==> src/rtl/sprite_loader.sv <==
// sprite_loader: shadow sprite buffer committed to the active buffer at frame start.
module sprite_loader #(
   parameter int SPR_W    = 4,
   parameter int SPR_H    = 4,
   parameter int PIX_BITS = 4,
   parameter int POS_W    = 10
) (
   input  logic                                   vga_clk,
   input  logic                                   rst_n,
   input  logic                                   wr_valid,
   output logic                                   wr_ready,
   input  logic [$clog2(SPR_W*SPR_H+4)-1:0]       wr_addr,
   input  logic [POS_W-1:0]                       wr_data,
   input  logic                                   frame_start,
   input  logic [$clog2(SPR_W*SPR_H)-1:0]         rd_idx,
   output logic [PIX_BITS-1:0]                    rd_pixel,
   output logic [POS_W-1:0]                       spr_row,
   output logic [POS_W-1:0]                       spr_col,
   output logic                                   spr_en,
   output logic                                   busy,
   output logic                                   commit_done
);
   localparam int N      = SPR_W*SPR_H;
   localparam int IDX_W  = $clog2(N);
   localparam int ADDR_W = $clog2(N+4);
   localparam logic [1:0] IDLE    = 2'd0;
   localparam logic [1:0] PENDING = 2'd1;
   localparam logic [1:0] COPY    = 2'd2;
   logic [1:0]          state;
   logic [IDX_W-1:0]    idx;
   logic [PIX_BITS-1:0] sh [N];
   logic [PIX_BITS-1:0] act [N];
   logic [POS_W-1:0]    sh_row, sh_col;
   logic                sh_en;
   assign wr_ready = state == IDLE;
   assign busy     = state != IDLE;
   always_ff @(posedge vga_clk or negedge rst_n)
      if (!rst_n) begin
         state       <= IDLE;
         idx         <= '0;
         commit_done <= 1'b0;
         rd_pixel    <= '0;
         sh_row      <= '0;
         sh_col      <= '0;
         sh_en       <= 1'b0;
         spr_row     <= '0;
         spr_col     <= '0;
         spr_en      <= 1'b0;
         for (int i = 0; i < N; i++) begin
            sh[i]  <= '0;
            act[i] <= '0;
         end
      end else begin
         commit_done <= 1'b0;
         rd_pixel    <= int'(rd_idx) < N ? act[rd_idx] : '0;
         if (state == IDLE && wr_valid) begin
            if (int'(wr_addr) < N) sh[wr_addr[IDX_W-1:0]] <= wr_data[PIX_BITS-1:0];
            else if (wr_addr == ADDR_W'(N))   sh_row <= wr_data;
            else if (wr_addr == ADDR_W'(N+1)) sh_col <= wr_data;
            else if (wr_addr == ADDR_W'(N+2)) state  <= PENDING;
            else if (wr_addr == ADDR_W'(N+3)) sh_en  <= wr_data[0];
         end
         if (state == PENDING && frame_start) begin
            state <= COPY;
            idx   <= '0;
         end
         if (state == COPY) begin
            act[idx] <= sh[idx];
            idx      <= idx + 1'b1;
            if (int'(idx) == N-1) begin
               spr_row     <= sh_row;
               spr_col     <= sh_col;
               spr_en      <= sh_en;
               state       <= IDLE;
               commit_done <= 1'b1;
            end
         end
      end
endmodule

==> config.mk <==
export PLATFORM = sky130hd
export DESIGN_NAME = sprite_loader
export DESIGN_NICKNAME = d
export VERILOG_FILES = /design/src/rtl/sprite_loader.sv
export SDC_FILE = /design/constraint.sdc
export NUM_CORES = 1
export LEC_CHECK = 0
export CORE_AREA = 2 2 114 127
export DETAILED_ROUTE_END_ITERATION = 10
export DIE_AREA = 0 0 116 129
export PLACE_DENSITY = 0.83
export SETUP_SLACK_MARGIN = 0.1
export SYNTH_ARGS = -nofsm -noshare
export SYNTH_HDL_FRONTEND = slang
export SYNTH_SLANG_ARGS = --single-unit
==> constraint.sdc <==
create_clock -name vga_clk -period 2.36 [get_ports vga_clk]
set_clock_uncertainty 0.15 [all_clocks]
set_input_delay 0.354 -clock vga_clk [delete_from_list [all_inputs] [get_ports vga_clk]]
set_output_delay 0.354 -clock vga_clk [all_outputs]
set_load 0.02 [all_outputs]
==> results of run 1 <==
[cells in the mapped netlist (3+ instances only)]
cell        n  area [um^2]
a21oi_1     7         35.0
a22oi_1     4         30.0
buf_2       7         35.0
clkbuf_1   12         45.0
dfrtp_1   181         4530
ha_1        4         50.1
inv_1       4         15.0
mux2_2    170         1910
mux4_2     32          721
nand2_1    11         41.3
nand2b_1    3         18.8
nand3_1    22          110
nand3b_1    5         37.5
nor2_1     16         60.1
nor2b_1     8         50.1
nor3_1      3         15.0
nor3b_1     3         22.5
[kinds of logic (layout without fill, tap and decap cells)]
kind of cell	Yosys count	count (layout)	synth area share
multiplexers	204	204	0.335
buffers and inverters	25	120	0.0129
AND/OR/NAND/NOR	85	85	0.0654
flip-flops	181	181	0.571
AO/OA/AOI/OAI	12	12	0.00900
adder cells (fa/ha/maj)	4	4	0.00631
[sequential cells by signal (all words and copies together), names as in the netlist, 2 cells and up]
name and count:
idx 4, spr_row 10, rd_pixel 4, sh_col 10, sh 64, sh_row 10, state 2, spr_col 10
act 64
[area by class of cell]
| class | instances | share of cell area |
|---|---|---|
| flip-flops and latches | 181 | 0.478 |
| multi-input cells | 305 | 0.348 |
| repair buffers | 84 | 0.0853 |
| clock buffers | 19 | 0.0467 |
| well taps | 188 | 0.0248 |
| clock inverters | 13 | 0.0158 |
| inverters | 4 | 0.00158 |
[worst max-delay path by stage]
stage          startpoint  endpoint  slack, ns
2_1_floorplan      idx[1]   act[40]       0.19
3_3_place_gp   wr_addr[4]    sh[11]      -0.07
3_5_place_dp   wr_addr[4]    sh[10]      -0.12
4_1_cts          state[0]  wr_ready       0.13
5_1_grt          state[0]  wr_ready       0.11
6_report         state[0]  wr_ready       0.15
[stage by stage]
step	setup slack [ns]	setup TNS, ns	util
5_1_grt	0.113	0	0.696
3_5_place_dp	-0.119	-1.38	0.651
2_1_floorplan	0.187	0	-
4_1_cts	0.131	0	0.696
3_3_place_gp	-0.0743	-1.01	0.651
6_report	0.154	0	0.696
[timing repair]
item,CTS,global route
gates resized for setup,2,1
cloned,0,0
hold endpoints to repair,58,0
setup endpoints to repair,2,1
hold buffers,1,0
[power by group]
part	total, mW	switching, mW	internal [mW]	leakage (nW)
registers	4.28	0.449	3.83	2.49
clock network	2.81	1.21	1.60	0.278
logic	2.65	1.24	1.41	1.74
[metal layers]
metal  up-vias  GRT usage
met2       126      0.395
met1      2422      0.308
met4         0     0.0826
met3        23     0.0674
met5         -          0
li1       2060          -
==> results.yml, run 1 <==
run_status:
  status: "complete, no violations"
floorplan:
  start_util: 0.582
  die_w_um: 116
  die_height_um: 129
  die_area_um2: 15000
  io_pins: 51
  core_um2: 13600
  rows: 45
clocking:
  clkSinkCount: 181
  cts_tree: "built"
  path_clk_slew_ns: 0.07
  cts.path.max_buffers: 2
  clock_latency_ns: 0.44
  htreeDepth: 4
  root_buffer: "clkbuf_16"
  cts_setup_buffers: 0
  cts_buffers: 17
setup_path:
  crit_required_ns: 1.86
  cp_num_cells: 4
  slowest_stage: "dfrtp_1"
  start_kind: "flop"
  critical_path_arrival_ns: 1.70
  r2r-start: "state[1]"
  crit_type: "reg2out"
  crit_chain: "buf_4, or2_2, inv_1, clkdlybuf4s15_1"
  crit-reg2reg-capture: "sh[10]"
  crit_fanout: 10
  worst-r2r-setup-slack_ns: 0.22
  critPathMaxStageDelay_ns: 0.43
  rr_worst_depth: 3
  crit_family: "buffers and inverters"
  worstSetupEndpointType: "output pin"
  path_buf_inv: 3
detailed_routing:
  vias: 4631
  ant_nets: 0
  wl_per_cell_um: 20.2
  drtIter0Drc: 386
  post-route-drc-count: 0
  drtPass1Iterations: 4
  viasPerCell: 5.83
  highest_layer: "met4"
  route.final.wire_length_mm: 16.1
  routed-wl-met3_um: 856
  wl_met2_mm: 8.19
  wl_met1_mm: 6.72
finish:
  final_common_cell: "dfrtp_1"
  final_cell_mix: "dfrtp_1 (181), mux2_2 (170), clkdlybuf4s50_1 (47), mux4_2 (32), buf_4 (29)"
  final_nets: 620
  post-route-cell-area_um2: 9480
  fin_cells: 794
  n_antenna_cell: 0
  seq_area_um2: 4530
  multi_input_area_um2: 3300
  drive_gt1_frac: 0.455
  area_delta_synth_final_pct: 19.6
  nFillCells: 936
sta:
  worst_slew_pin_slew_ns: 0.694
  maxSlewViolCount: 0
  fin_hold_ws_ns: 0.331
  rsz0062_at_grt: "no"
  fin_crit_sh: 0.935
  hold_viol_final: 0
  slew-limit-headroom: 0.536
  finalSetupViolCount: 0
  fin_crit_ns: 2.21
  max_freq_mhz: 453
min_path:
  timing.hold.worst.class: "in2async"
synth:
  post_synth_num_cell_types: 31
  synth_edf_count: 0
  syn_inst: 511
  synth_flop_cell: "dfrtp_1"
  ys_warn_count: 0
  synth_area_per_cell_um2: 15.5
  seq_area_frac_synth: 0.571
  syn_area_um2: 7930
  synth_nets: 538
  synth_async_sr_flop_share: 1.00
  synth-seq-cells: 181
power:
  leakagePower_nw: 4.50
  power_density_nw_per_um2: 1030
  vdd_ir_drop_max_uv: 780
  fin_total_pwr_mw: 9.74
global_route:
  grt_pass1_vias: 5006
  antenna_found_initial: 0
  globalRouteOverflowTotal: 0
  grt.total_usage: 0.240
  grt_pass1_wl_mm: 26.7
  grt_max_degree: 63
place:
  place_inst: 761
  port_buffers: 50
  place_congestion: 0.844
  placed_area_um2: 8880
  hpwlAfterDp_mm: 11.1
job:
  cap_viol_max_count: 0
Note: power is estimated with default switching activity, not from simulation.
==> run 2: changes to the inputs <==
--- a/config.mk
+++ b/config.mk
@@ -13,3 +13,4 @@
 export SYNTH_ARGS = -nofsm -noshare
 export SYNTH_HDL_FRONTEND = slang
 export SYNTH_SLANG_ARGS = --single-unit
+export TNS_END_PERCENT = 5
==> results of run 2 <==
Same layout as run 1: the final DEF is identical, and so are final timing and power.
